`config.mk`:
```
export PLATFORM = sky130hd
export DESIGN_NAME = rgmii_idelay_cal_flat
export DESIGN_NICKNAME = d
export VERILOG_FILES = /design/src/rtl/rgmii_idelay_cal_pkg.sv /design/src/rtl/rgmii_idelay_cal_if.sv /design/src/rtl/rgmii_cal_window.sv /design/src/rtl/rgmii_idelay_cal.sv /design/src/flat_wrapper.sv
export SDC_FILE = /design/constraint.sdc
export NUM_CORES = 1
export LEC_CHECK = 0
export ABC_CLOCK_PERIOD_IN_PS = 4790
export BUFFER_PORTS_ARGS = -buffer_cell sky130_fd_sc_hd__buf_2
export CORE_ASPECT_RATIO = 2
export CORE_MARGIN = 5
export CORE_UTILIZATION = 55
export CTS_BUF_LIST = sky130_fd_sc_hd__clkbuf_16
export DETAILED_ROUTE_END_ITERATION = 8
export GPL_ROUTABILITY_DRIVEN = 1
export PLACE_DENSITY = 0.74
export RECOVER_POWER = 50
export SLEW_MARGIN = 20
export SYNTH_ARGS = -nofsm -noshare
export SYNTH_HDL_FRONTEND = slang
export SYNTH_SLANG_ARGS = --single-unit
```
`constraint.sdc`:
```
create_clock -name clk_int -period 4.79 [get_ports clk_int]
set_input_delay 0.958 -clock clk_int [delete_from_list [all_inputs] [get_ports clk_int]]
set_output_delay 0.958 -clock clk_int [all_outputs]
set_load 0.02 [all_outputs]
```
`src/rtl/rgmii_idelay_cal_pkg.sv`:
```
// rgmii_pkg: shared types for the RGMII RX IDELAY calibrator.
// Holds the FSM state enum, the tap type and counter-width helper.
package rgmii_pkg;

  localparam int TAP_W_DEF = 5;

  typedef logic [TAP_W_DEF-1:0] tap_t;

  typedef enum logic [2:0] {
    ST_BOOT,
    ST_IDLE,
    ST_LOAD,
    ST_SETTLE,
    ST_MEASURE,
    ST_EVAL,
    ST_PICK
  } rgmii_cal_state_e;

  // Bits needed to hold the values 0..n.
  function automatic int ctr_w(input int n);
    return (n < 1) ? 1 : $clog2(n + 1);
  endfunction

endpackage

```
`src/rtl/rgmii_idelay_cal_if.sv`:
```
// rgmii_idelay_cal_if: control/status bundle of the calibrator.
// master = calibrator side, slave = MAC/PHY/IDELAY side.
interface rgmii_idelay_cal_if #(
  parameter int LANES = 5,
  parameter int TAP_W = 5
);

  logic             idelay_rdy;
  logic             cal_start;
  logic             frame_good;
  logic             frame_bad;
  logic             manual_we;
  logic [TAP_W-1:0] manual_tap;
  logic [TAP_W-1:0] tap_out;
  logic [LANES-1:0] tap_ld;
  logic             cal_busy;
  logic             cal_done;
  logic             cal_fail;
  logic [TAP_W-1:0] win_lo;
  logic [TAP_W-1:0] win_hi;

  modport master (
    input  idelay_rdy,
    input  cal_start,
    input  frame_good,
    input  frame_bad,
    input  manual_we,
    input  manual_tap,
    output tap_out,
    output tap_ld,
    output cal_busy,
    output cal_done,
    output cal_fail,
    output win_lo,
    output win_hi
  );

  modport slave (
    output idelay_rdy,
    output cal_start,
    output frame_good,
    output frame_bad,
    output manual_we,
    output manual_tap,
    input  tap_out,
    input  tap_ld,
    input  cal_busy,
    input  cal_done,
    input  cal_fail,
    input  win_lo,
    input  win_hi
  );

endinterface

```
`src/rtl/rgmii_cal_window.sv`:
```
// rgmii_cal_window: tracks the current passing run and the best run.
// In: clr (new sweep), ev (tap verdict), pass, last, tap. Out: best.
module rgmii_cal_window
  import rgmii_pkg::*;
#(
  parameter int TAP_W = TAP_W_DEF
) (
  input  logic             clk,
  input  logic             rst,
  input  logic             clr,
  input  logic             ev,
  input  logic             pass,
  input  logic             last,
  input  logic [TAP_W-1:0] tap,
  output logic [TAP_W-1:0] best_start,
  output logic [TAP_W:0]   best_len
);

  logic [TAP_W-1:0] run_start_q;
  logic [TAP_W-1:0] run_start_d;
  logic [TAP_W:0]   run_len_q;
  logic [TAP_W:0]   run_len_d;
  logic [TAP_W-1:0] best_start_q;
  logic [TAP_W-1:0] best_start_d;
  logic [TAP_W:0]   best_len_q;
  logic [TAP_W:0]   best_len_d;
  logic [TAP_W-1:0] cand_start;
  logic [TAP_W:0]   cand_len;

  always_comb begin
    // run as it stands after this tap's verdict
    cand_start = (run_len_q == '0) ? tap : run_start_q;
    cand_len   = pass ? run_len_q + (TAP_W+1)'(1)
                      : run_len_q;
    run_start_d  = run_start_q;
    run_len_d    = run_len_q;
    best_start_d = best_start_q;
    best_len_d   = best_len_q;
    if (clr) begin
      run_start_d  = '0;
      run_len_d    = '0;
      best_start_d = '0;
      best_len_d   = '0;
    end else if (ev) begin
      if (pass && !last) begin
        run_start_d = cand_start;
        run_len_d   = cand_len;
      end else begin
        // strict compare keeps the lowest window on a tie
        run_len_d = '0;
        if (cand_len > best_len_q) begin
          best_start_d = cand_start;
          best_len_d   = cand_len;
        end
      end
    end
  end

  always_ff @(posedge clk) begin
    if (rst) begin
      run_start_q  <= '0;
      run_len_q    <= '0;
      best_start_q <= '0;
      best_len_q   <= '0;
    end else begin
      run_start_q  <= run_start_d;
      run_len_q    <= run_len_d;
      best_start_q <= best_start_d;
      best_len_q   <= best_len_d;
    end
  end

  assign best_start = best_start_q;
  assign best_len   = best_len_q;

endmodule

```
`src/rtl/rgmii_idelay_cal.sv`:
```
// rgmii_idelay_cal: sweeps one IDELAY tap over all RX lanes, scores
// frames per tap, loads the centre of the longest clean window.
// Ports: clk_int, rst_int (sync, high), bus (rgmii_idelay_cal_if).
module rgmii_idelay_cal
  import rgmii_pkg::*;
#(
  parameter int LANES          = 5,
  parameter int TAP_W          = TAP_W_DEF,
  parameter int DEFAULT_TAP    = 0,
  parameter int SETTLE_CYCLES  = 64,
  parameter int DWELL_FRAMES   = 16,
  parameter int TIMEOUT_CYCLES = 1048576,
  parameter int MIN_WINDOW     = 4
) (
  input  logic               clk_int,
  input  logic               rst_int,
  rgmii_idelay_cal_if.master bus
);

  localparam int CW = ctr_w(DWELL_FRAMES + 1);
  localparam int SW = ctr_w(SETTLE_CYCLES);
  localparam int TW = ctr_w(TIMEOUT_CYCLES);

  localparam logic [CW-1:0]  CNT_MAX   = '1;
  localparam logic [CW-1:0]  DWELL     = CW'(DWELL_FRAMES);
  localparam logic [CW:0]    DWELL_SUM = (CW+1)'(DWELL_FRAMES);
  localparam logic [SW-1:0]  SET_LAST  = SW'(SETTLE_CYCLES - 1);
  localparam logic [TW-1:0]  TMO_LAST  = TW'(TIMEOUT_CYCLES - 1);
  localparam logic [TAP_W-1:0] DEF_TAP = TAP_W'(DEFAULT_TAP);
  localparam logic [TAP_W:0] MIN_LEN   = (TAP_W+1)'(MIN_WINDOW);

  rgmii_cal_state_e state_q;
  rgmii_cal_state_e state_d;

  logic [TAP_W-1:0] tap_q;
  logic [TAP_W-1:0] tap_d;
  logic [SW-1:0]    settle_q;
  logic [SW-1:0]    settle_d;
  logic [TW-1:0]    timer_q;
  logic [TW-1:0]    timer_d;
  logic [CW-1:0]    good_q;
  logic [CW-1:0]    good_d;
  logic [CW-1:0]    bad_q;
  logic [CW-1:0]    bad_d;

  logic [TAP_W-1:0] tap_out_q;
  logic [TAP_W-1:0] tap_out_d;
  logic             ld_q;
  logic             ld_d;
  logic             busy_q;
  logic             busy_d;
  logic             done_q;
  logic             done_d;
  logic             fail_q;
  logic             fail_d;
  logic [TAP_W-1:0] lo_q;
  logic [TAP_W-1:0] lo_d;
  logic [TAP_W-1:0] hi_q;
  logic [TAP_W-1:0] hi_d;

  logic [CW-1:0]    good_inc;
  logic [CW-1:0]    bad_inc;
  logic [CW:0]      sum;
  logic             meas_end;
  logic             pass;
  logic             last;
  logic             win_clr;
  logic             win_ev;
  logic [TAP_W-1:0] best_start;
  logic [TAP_W:0]   best_len;
  logic             best_ok;
  logic [TAP_W-1:0] pick_mid;
  logic [TAP_W-1:0] pick_hi;

  // saturating frame counts as they would be after this cycle
  always_comb begin
    good_inc = good_q;
    bad_inc  = bad_q;
    if (bus.frame_good && good_q != CNT_MAX) begin
      good_inc = good_q + CW'(1);
    end
    if (bus.frame_bad && bad_q != CNT_MAX) begin
      bad_inc = bad_q + CW'(1);
    end
  end

  assign sum      = {1'b0, good_inc} + {1'b0, bad_inc};
  assign meas_end = (sum >= DWELL_SUM) || (timer_q == TMO_LAST);
  assign pass     = (bad_q == '0) && (good_q >= DWELL);
  assign last     = &tap_q;
  assign win_clr  = (state_q == ST_IDLE) && bus.cal_start;
  assign win_ev   = (state_q == ST_EVAL);
  assign best_ok  = best_len >= MIN_LEN;
  assign pick_mid = best_start + best_len[TAP_W:1];
  assign pick_hi  = best_start + TAP_W'(best_len - (TAP_W+1)'(1));

  rgmii_cal_window #(
    .TAP_W (TAP_W)
  ) u_window (
    .clk        (clk_int),
    .rst        (rst_int),
    .clr        (win_clr),
    .ev         (win_ev),
    .pass       (pass),
    .last       (last),
    .tap        (tap_q),
    .best_start (best_start),
    .best_len   (best_len)
  );

  always_ff @(posedge clk_int) begin
    if (rst_int) begin
      state_q   <= ST_BOOT;
      tap_q     <= '0;
      settle_q  <= '0;
      timer_q   <= '0;
      good_q    <= '0;
      bad_q     <= '0;
      tap_out_q <= DEF_TAP;
      ld_q      <= 1'b0;
      busy_q    <= 1'b0;
      done_q    <= 1'b0;
      fail_q    <= 1'b0;
      lo_q      <= '0;
      hi_q      <= '0;
    end else begin
      state_q   <= state_d;
      tap_q     <= tap_d;
      settle_q  <= settle_d;
      timer_q   <= timer_d;
      good_q    <= good_d;
      bad_q     <= bad_d;
      tap_out_q <= tap_out_d;
      ld_q      <= ld_d;
      busy_q    <= busy_d;
      done_q    <= done_d;
      fail_q    <= fail_d;
      lo_q      <= lo_d;
      hi_q      <= hi_d;
    end
  end

  always_comb begin
    state_d = state_q;
    unique case (state_q)
      ST_BOOT: begin
        if (bus.idelay_rdy) state_d = ST_IDLE;
      end
      ST_IDLE: begin
        if (bus.cal_start) state_d = ST_LOAD;
      end
      ST_LOAD: begin
        state_d = ST_SETTLE;
      end
      ST_SETTLE: begin
        if (settle_q == SET_LAST) state_d = ST_MEASURE;
      end
      ST_MEASURE: begin
        if (meas_end) state_d = ST_EVAL;
      end
      ST_EVAL: begin
        state_d = last ? ST_PICK : ST_LOAD;
      end
      ST_PICK: begin
        state_d = ST_IDLE;
      end
      default: begin
        state_d = ST_BOOT;
      end
    endcase
  end

  always_comb begin
    tap_d     = tap_q;
    settle_d  = settle_q;
    timer_d   = timer_q;
    good_d    = good_q;
    bad_d     = bad_q;
    tap_out_d = tap_out_q;
    ld_d      = 1'b0;
    busy_d    = busy_q;
    done_d    = done_q;
    fail_d    = fail_q;
    lo_d      = lo_q;
    hi_d      = hi_q;
    unique case (state_q)
      ST_BOOT: begin
        if (bus.idelay_rdy) begin
          tap_out_d = DEF_TAP;
          ld_d      = 1'b1;
        end
      end
      ST_IDLE: begin
        if (bus.cal_start) begin
          tap_d  = '0;
          busy_d = 1'b1;
          done_d = 1'b0;
          fail_d = 1'b0;
        end else if (bus.manual_we) begin
          tap_out_d = bus.manual_tap;
          ld_d      = 1'b1;
        end
      end
      ST_LOAD: begin
        tap_out_d = tap_q;
        ld_d      = 1'b1;
        settle_d  = '0;
        timer_d   = '0;
        good_d    = '0;
        bad_d     = '0;
      end
      ST_SETTLE: begin
        settle_d = settle_q + SW'(1);
      end
      ST_MEASURE: begin
        good_d  = good_inc;
        bad_d   = bad_inc;
        timer_d = timer_q + TW'(1);
      end
      ST_EVAL: begin
        if (!last) tap_d = tap_q + TAP_W'(1);
      end
      ST_PICK: begin
        ld_d   = 1'b1;
        busy_d = 1'b0;
        if (best_ok) begin
          tap_out_d = pick_mid;
          done_d    = 1'b1;
          lo_d      = best_start;
          hi_d      = pick_hi;
        end else begin
          tap_out_d = DEF_TAP;
          fail_d    = 1'b1;
          lo_d      = '0;
          hi_d      = '0;
        end
      end
      default: begin
        ld_d = 1'b0;
      end
    endcase
  end

  assign bus.tap_out  = tap_out_q;
  assign bus.tap_ld   = {LANES{ld_q}};
  assign bus.cal_busy = busy_q;
  assign bus.cal_done = done_q;
  assign bus.cal_fail = fail_q;
  assign bus.win_lo   = lo_q;
  assign bus.win_hi   = hi_q;

endmodule

```
`src/flat_wrapper.sv`:
```
// flat-port wrapper written by rule: the top's interface ports become plain ports
module rgmii_idelay_cal_flat import rgmii_pkg::*;
#(
  parameter int LANES          = 5,
  parameter int TAP_W          = TAP_W_DEF,
  parameter int DEFAULT_TAP    = 0,
  parameter int SETTLE_CYCLES  = 64,
  parameter int DWELL_FRAMES   = 16,
  parameter int TIMEOUT_CYCLES = 1048576,
  parameter int MIN_WINDOW     = 4
)
  (clk_int, rst_int, bus_idelay_rdy, bus_cal_start, bus_frame_good, bus_frame_bad, bus_manual_we, bus_manual_tap, bus_tap_out, bus_tap_ld, bus_cal_busy, bus_cal_done, bus_cal_fail, bus_win_lo, bus_win_hi);
  rgmii_idelay_cal_if #(.LANES(LANES), .TAP_W(TAP_W)) bus_i ();
  input  logic clk_int;
  input  logic rst_int;
  input wire logic [$bits(bus_i.idelay_rdy)-1:0] bus_idelay_rdy;
  input wire logic [$bits(bus_i.cal_start)-1:0] bus_cal_start;
  input wire logic [$bits(bus_i.frame_good)-1:0] bus_frame_good;
  input wire logic [$bits(bus_i.frame_bad)-1:0] bus_frame_bad;
  input wire logic [$bits(bus_i.manual_we)-1:0] bus_manual_we;
  input wire logic [$bits(bus_i.manual_tap)-1:0] bus_manual_tap;
  output wire logic [$bits(bus_i.tap_out)-1:0] bus_tap_out;
  output wire logic [$bits(bus_i.tap_ld)-1:0] bus_tap_ld;
  output wire logic [$bits(bus_i.cal_busy)-1:0] bus_cal_busy;
  output wire logic [$bits(bus_i.cal_done)-1:0] bus_cal_done;
  output wire logic [$bits(bus_i.cal_fail)-1:0] bus_cal_fail;
  output wire logic [$bits(bus_i.win_lo)-1:0] bus_win_lo;
  output wire logic [$bits(bus_i.win_hi)-1:0] bus_win_hi;
  assign bus_i.idelay_rdy = bus_idelay_rdy;
  assign bus_i.cal_start = bus_cal_start;
  assign bus_i.frame_good = bus_frame_good;
  assign bus_i.frame_bad = bus_frame_bad;
  assign bus_i.manual_we = bus_manual_we;
  assign bus_i.manual_tap = bus_manual_tap;
  assign bus_tap_out = bus_i.tap_out;
  assign bus_tap_ld = bus_i.tap_ld;
  assign bus_cal_busy = bus_i.cal_busy;
  assign bus_cal_done = bus_i.cal_done;
  assign bus_cal_fail = bus_i.cal_fail;
  assign bus_win_lo = bus_i.win_lo;
  assign bus_win_hi = bus_i.win_hi;
  rgmii_idelay_cal #(.LANES(LANES), .TAP_W(TAP_W), .DEFAULT_TAP(DEFAULT_TAP), .SETTLE_CYCLES(SETTLE_CYCLES), .DWELL_FRAMES(DWELL_FRAMES), .TIMEOUT_CYCLES(TIMEOUT_CYCLES), .MIN_WINDOW(MIN_WINDOW)) u_core (.clk_int(clk_int), .rst_int(rst_int), .bus(bus_i));
endmodule
```
======== Word level (Yosys, flattened, before mapping) ========
Cells that the tools add are included.
word-level totals
  output and inout bits ................... 23
  input port bits ......................... 12
  logic and storage cells ................. 113
  register bits after elaboration ......... 87
cells by class
  mux-type cells .......................... 36
  equal/unequal tests ..................... 19
  $add $sub $neg .......................... 10
  bitwise operators ....................... 1
  magnitude comparators ................... 4
  reduce and logical (&&, ||, !) cells .... 26
operator list
  operator                                               number
  2-to-1 mux 5 bit                                       11
  one-hot mux 21 bit (2 select lines)                    1
  one-hot mux 5 bit (2 select lines)                     3
  adder 21 x 1 -> 21 bit, second input constant          1
  equality test 21 x 20 -> 1 bit, second input constant  1
  one-hot mux 3 bit (7 select lines)                     1
  one-hot mux 5 bit (4 select lines)                     1
  adder 5 x 1 -> 5 bit, second input constant            3
  2-to-1 mux 3 bit                                       5
  one-hot mux 7 bit (2 select lines)                     1
  2-to-1 mux 6 bit                                       2
  inequality test 2 bit, second input constant           6
  AND reduction 3 bit                                    4
  adder 5 bit                                            2
  inequality test 5 bit, second input constant           2
  equality test 3 bit, second input constant             3
  AND reduction 4 bit                                    2
  nonzero test 2 bit                                     4
  adder 7 x 1 -> 7 bit, second input constant            1
  equality test 7 x 6 -> 1 bit, second input constant    1
  2-to-1 mux 1 bit                                       7
  adder 5 x 5 -> 6 bit                                   1
  adder 6 x 1 -> 6 bit, second input constant            1
  equality test 3 x 2 -> 1 bit, second input constant    2
  20 further kinds                                       30

======== Longest topological paths before layout ========
  word-level depth ........................ 8
  gate-level depth with buffers ........... 13
  gate-level depth less buffers ........... 12

======== Hierarchy ========
From an unflattened synthesis, not the netlist that was laid out.
unflattened totals
  cells, all modules ...................... 585
  area, all modules ....................... 4,916.0 um2
by module, submodules not included
  module            seq. area each (um2)  area an instance (um2)  times used  cells each
  rgmii_idelay_cal  1,301.2               3,649.8                 1           441
  rgmii_cal_window  440.4                 1,266.2                 1           144

======== Worst setup path after synthesis ========
OpenSTA, ideal clock, no wires.
  path type ............................... in2reg
  from .................................... input port bus_frame_bad
  to ...................................... register u_core.state_q[0]
  path slack .............................. 2.108 ns
  data required time ...................... 4.665 ns
  arrival time ............................ 2.557 ns
  setup time .............................. 0.125 ns
  stages on the path ...................... 9
  cells stage by stage .................... nor2b_1 clkbuf_1 mux2_2 ha_1 nor3_1 o211ai_1 a31oi_1 o31ai_1 o2bb2ai_1
between the ends
  word-level cells in the longest chain between the ends .. 7
ends and longest elaborated chain
  item                                        RTL line                 RTL
  start, declared                             flat_wrapper.sv:19       input wire logic [$bits(bus_i.frame_bad)-1:0] bus_frame_bad;
  logical AND 1 bit                           rgmii_idelay_cal.sv:82   if (bus.frame_bad && bad_q != CNT_MAX) begin
  2-to-1 mux 5 bit                            rgmii_idelay_cal.sv:82
  adder 5 x 5 -> 6 bit                        rgmii_idelay_cal.sv:87   assign sum = {1'b0, good_inc} + {1'b0, bad_inc};
  greater-or-equal comparator 6 x 5 -> 1 bit  rgmii_idelay_cal.sv:88   assign meas_end = (sum >= DWELL_SUM) || (timer_q == TMO_LAST);
  logical OR 1 bit                            rgmii_idelay_cal.sv:88
  inequality test 2 x 1 -> 1 bit (no line)    n/a
  AND reduction 4 bit (no line)               n/a
  end signal, assigned                        rgmii_idelay_cal.sv:127  state_q <= state_d;
  end, declared                               rgmii_idelay_cal.sv:32   rgmii_cal_state_e state_q;
No other way between the ends.
A chain may end at the register's enable or synchronous reset.

======== Worst setup path in the final report ========
  from .................................... register u_core.state_q[2]
  to ...................................... register u_core.timer_q[19]
between the ends
  word-level cells in the longest chain between the ends .. 2
  elaborated cells between the ends (all ways) .. 4
  those cells by class .................... eq/ne: 2; mux: 1; reduce/logical: 1
ends and longest elaborated chain
  item                                                                              RTL line                 RTL
  equality test 3 bit / equality test 3 x 2 -> 1 bit (equally long branches)        rgmii_idelay_cal.sv:186  unique case (state_q)
  one-hot mux 21 bit (2 select lines) / nonzero test 2 bit (equally long branches)  n/a
  end signal, assigned                                                              rgmii_idelay_cal.sv:130  timer_q <= timer_d;
  end, declared                                                                     rgmii_idelay_cal.sv:39   logic [TW-1:0] timer_q;
Parallel ways exist; a longest one is shown, timed or not.

==> impl_metrics.csv <==
group,metric,value,unit
outcome,status,"completed",
clocking,cts_buffers,9,
route,wl_met2,6340,um
synth,synth_flop_cell,"dfxtp_1",
timing,rsz0062_at_grt,"no",
route,routedWlPerCell,17.5,um
run,drv_cap,0,
final_layout,diodes,0,
grt,grt_pass1_wl,20000,um
grt,grt_pass1_vias,4232,
route,wl_met1,4610,um
route,routed.top_layer,"met4",
timing,worstMarginPinSlew,1.14,ns
pwr,power.leakage,1.97,nW
route,met3_length,375,um
final_layout,final_cell_area,5250,um^2
timing,min_period,3.25,ns
placement,dpl.cell_count,670,
clocking,cts_tree,"built",
floorplan,die_h,143,um
synth,ys_ff_latch,87,
final_layout,area_delta_synth_final,7.62,%
timing,period_share,0.680,
synth,synth_async_sr_flop_share,0,
floorplan,coreArea,8650,um^2
final_layout,ff_latch_area,1740,um^2
worst_setup_path,r2r-start,"u_core.state_q[2]",
route,via_count,4224,
grt,antenna_found_initial,0,
worst_setup_path,r2r-end,"u_core.timer_q[19]",
final_layout,finish.utilization,0.607,
pwr,vdd_drop_max,0.271,mV
placement,dp_hpwl,8770,um
pwr,p_per_area,300,nW/um^2
worst_setup_path,cp.required,5.07,ns
clocking,cts.htree.levels,3,
floorplan,start_util,0.564,
clocking,clock-root-buffer,"clkbuf_16",
clocking,clkTransAtPathRegs,0.06,ns
synth,postSynthCellCount,569,
floorplan,die_w,76.6,um
worst_setup_path,critPathBufInv,1,
worst_setup_path,reg2reg_slack,1.54,ns
route,drt-initial-drc-count,213,
worst_setup_path,path_cells,"nor3b_1 > clkbuf_1 > nand4_1 > nor4_1 > mux2_2 > nor2_1",
synth,synth_area_per_cell,8.57,um^2
route,ant_nets,0,
synth,synth_fp_nets,615,
final_layout,num-nets-final,627,
floorplan,dieArea,11000,um^2
clocking,cts_sinks,87,
placement,gp_congestion,0.891,
worst_setup_path,critPathMaxFanout,24,
placement,postPlaceCellArea,5010,um^2
clocking,cts_resized,0,
route,drc_errors,0,
route,first_pass_iters,4,
pwr,finalPower,0.00157,W
hold_path,hold_depth,2,
route,vias_per_cell,6.16,
clocking,clk_latency,0.34,ns
clocking,holdBufCountCts,0,
timing,max_freq,307,MHz
timing,drv_slew,0,
hold_path,hold_path_end,"u_core.u_window.run_start_q[0]",
synth,synth.distinct_cells,60,
synth,seq_area_frac_synth,0.357,
grt,grt_max_degree,61,
synth,ys.warnings.count,0,
timing,fin_skew,0.00511,ns
placement,io_buffer_count,34,
timing,tns,0,ns
floorplan,ios,35,
final_layout,multi_input_area,2830,um^2
timing,setup_viol,0,
synth,synth_edf_count,0,
final_layout,fin_cells,686,
clocking,cts_setup_buffers,0,
grt,grt-ovfl-total,0,
worst_setup_path,slowest_stage,"clkbuf_1",
worst_setup_path,crit_family,"simple AND/OR/NAND/NOR gates",
timing,slew_headroom,0.237,
worst_setup_path,crit_path_start_kind,"flip-flop",
worst_setup_path,path_class,"flip-flop to flip-flop",
clocking,cts_buffer_depth,2,
synth,syn-cell-area,4880,um^2
worst_setup_path,cp_data_arrival_time,3.53,ns
hold_path,holdCritPathClass,"flip-flop to flip-flop",
final_layout,fill_cells,800,
route,drt_wl_total,12000,um
floorplan,placementRows,48,
final_layout,drive_above_1_share,0.0836,
timing,finalHoldViolCount,0,
worst_setup_path,rr_worst_depth,6,
worst_setup_path,endpoint_kind,"flip-flop",
worst_setup_path,max_stage_delay,0.81,ns
hold_path,hold_path.startpoint,"u_core.u_window.run_start_q[0]",
grt,grt.total_usage,0.224,
==> logic make-up after synthesis <==
logic type,count (synthesis),share of synthesized area
simple gates,212,0.229
compound gates,132,0.184
flops,87,0.357
buf+inv,63,0.0603
fa+ha+maj,34,0.0903
xor+xnor,25,0.0449
mux,16,0.0344
==> registers in the layout, summed over array words and instances, names as in the netlist, 3 cells and up <==
signal,cells
u_core.bad_q,5
u_core.bus.tap_out,5
u_core.bus.win_hi,5
u_core.bus.win_lo,5
u_core.good_q,5
u_core.settle_q,7
u_core.state_q,3
u_core.tap_q,5
u_core.timer_q,21
u_core.u_window.best_len,6
u_core.u_window.best_start,5
u_core.u_window.run_len_q,6
u_core.u_window.run_start_q,5
==> power breakdown <==
group          switching (W)  leakage (nW)  internal (W)
sequential         0.0000231         0.701      0.000733
combinational      0.0000948          1.13     0.0000383
clock               0.000287         0.138      0.000399
total               0.000404          1.97       0.00117
==> worst max-delay path by stage <==
stage / start / to / depth (start not counted)
finish: u_core.state_q[2] / u_core.timer_q[19] / 6
global placement: u_core.bad_q[2] / u_core.u_window.best_start[4] / 9
CTS: u_core.bad_q[2] / u_core.u_window.best_len[0] / 9
global route: u_core.state_q[2] / u_core.timer_q[19] / 6
detailed placement: bus_frame_good / u_core.state_q[0] / 9
floorplan: bus_frame_bad / u_core.state_q[0] / 9
==> cell usage after synthesis, drive strengths merged (3+ instances only) <==
cell     number  area, um^2
or4           5        37.5
o21a          3        22.5
xor2          7        61.3
a21oi        48         240
buf          21         136
a311oi        3        26.3
nand2b        7        43.8
a22oi        29         218
mux2i        10         100
nand2        32         120
dfxtp        87        1740
or2           3        18.8
a21o          4        30.0
clkbuf       16        60.1
nor3         27         140
ha           32         400
nand4        14        93.8
and4          3        26.3
o31ai         3        22.5
nor2b         6        37.5
xnor2        18         158
o211ai        4        30.0
o311ai        3        26.3
o21ai        10        50.1
o211a         3        30.0
inv          26        97.6
o2bb2ai       3        26.3
nand3        21         105
nor4          4        25.0
nand3b        8        60.1
and3         10        62.6
or3           3        18.8
mux2          6        67.6
a31oi         3        18.8
nor2         61         239
a211oi        8        90.1
==> layout make-up <==
cell class                      count  share of cell area
Multi-Input combinational cell    419               0.539
Inverter                           26              0.0186
Sequential cell                    87               0.332
Timing Repair Buffer               38              0.0319
Clock buffer                        9              0.0429
Clock inverter                      7              0.0124
Tap cell                          100              0.0238
==> per-stage QoR <==
step / hold slack (ns) / worst slack (ns)
after global routing: 0.493 / 1.36
final: 0.460 / 1.54
after detailed placement: 0.449 / 1.71
after global placement: 0.443 / 1.81
after CTS: 0.457 / 1.68
after floorplan: 0.436 / 2.11
==> layer usage <==
metal,track usage,vias up
met1,0.233,1995
met4,0.140,0
met5,0,-
li1,-,2083
met3,0.0366,42
met2,0.412,104
==> worst reg2reg max path: cells and delay by family, from the launching register on <==
| kind | cells | cell delay [ns] |
|---|---|---|
| buf+inv | 1 | 0.81 |
| flops | 1 | 0.76 |
| mux | 1 | 0.38 |
| simple gates | 4 | 1.25 |
==> layout by cell type (no fill, tap or decap), types with 4 or more instances in the layout <==
cell | synthesis | layout
nor2_1 | 59 | 59
nand3b_1 | 8 | 8
buf_2 | 10 | 11
a211oi_2 | 6 | 6
clkbuf_16 | 0 | 9
xor2_1 | 7 | 7
a21o_1 | 4 | 4
o21ai_0 | 10 | 10
xnor2_1 | 18 | 18
mux2_2 | 6 | 6
nor3_1 | 26 | 25
o211ai_1 | 4 | 4
nor4_1 | 4 | 4
a22oi_1 | 29 | 29
clkbuf_1 | 16 | 24
nand2_1 | 32 | 32
dfxtp_1 | 87 | 87
nand4_1 | 13 | 14
nand3_1 | 21 | 21
ha_1 | 32 | 32
mux2i_1 | 10 | 10
a21oi_1 | 48 | 48
nand2b_1 | 7 | 7
or4_1 | 5 | 5
and3_1 | 10 | 10
inv_1 | 26 | 27
nor2b_1 | 6 | 6
No activity file was read; power rests on OpenSTA's default activity.
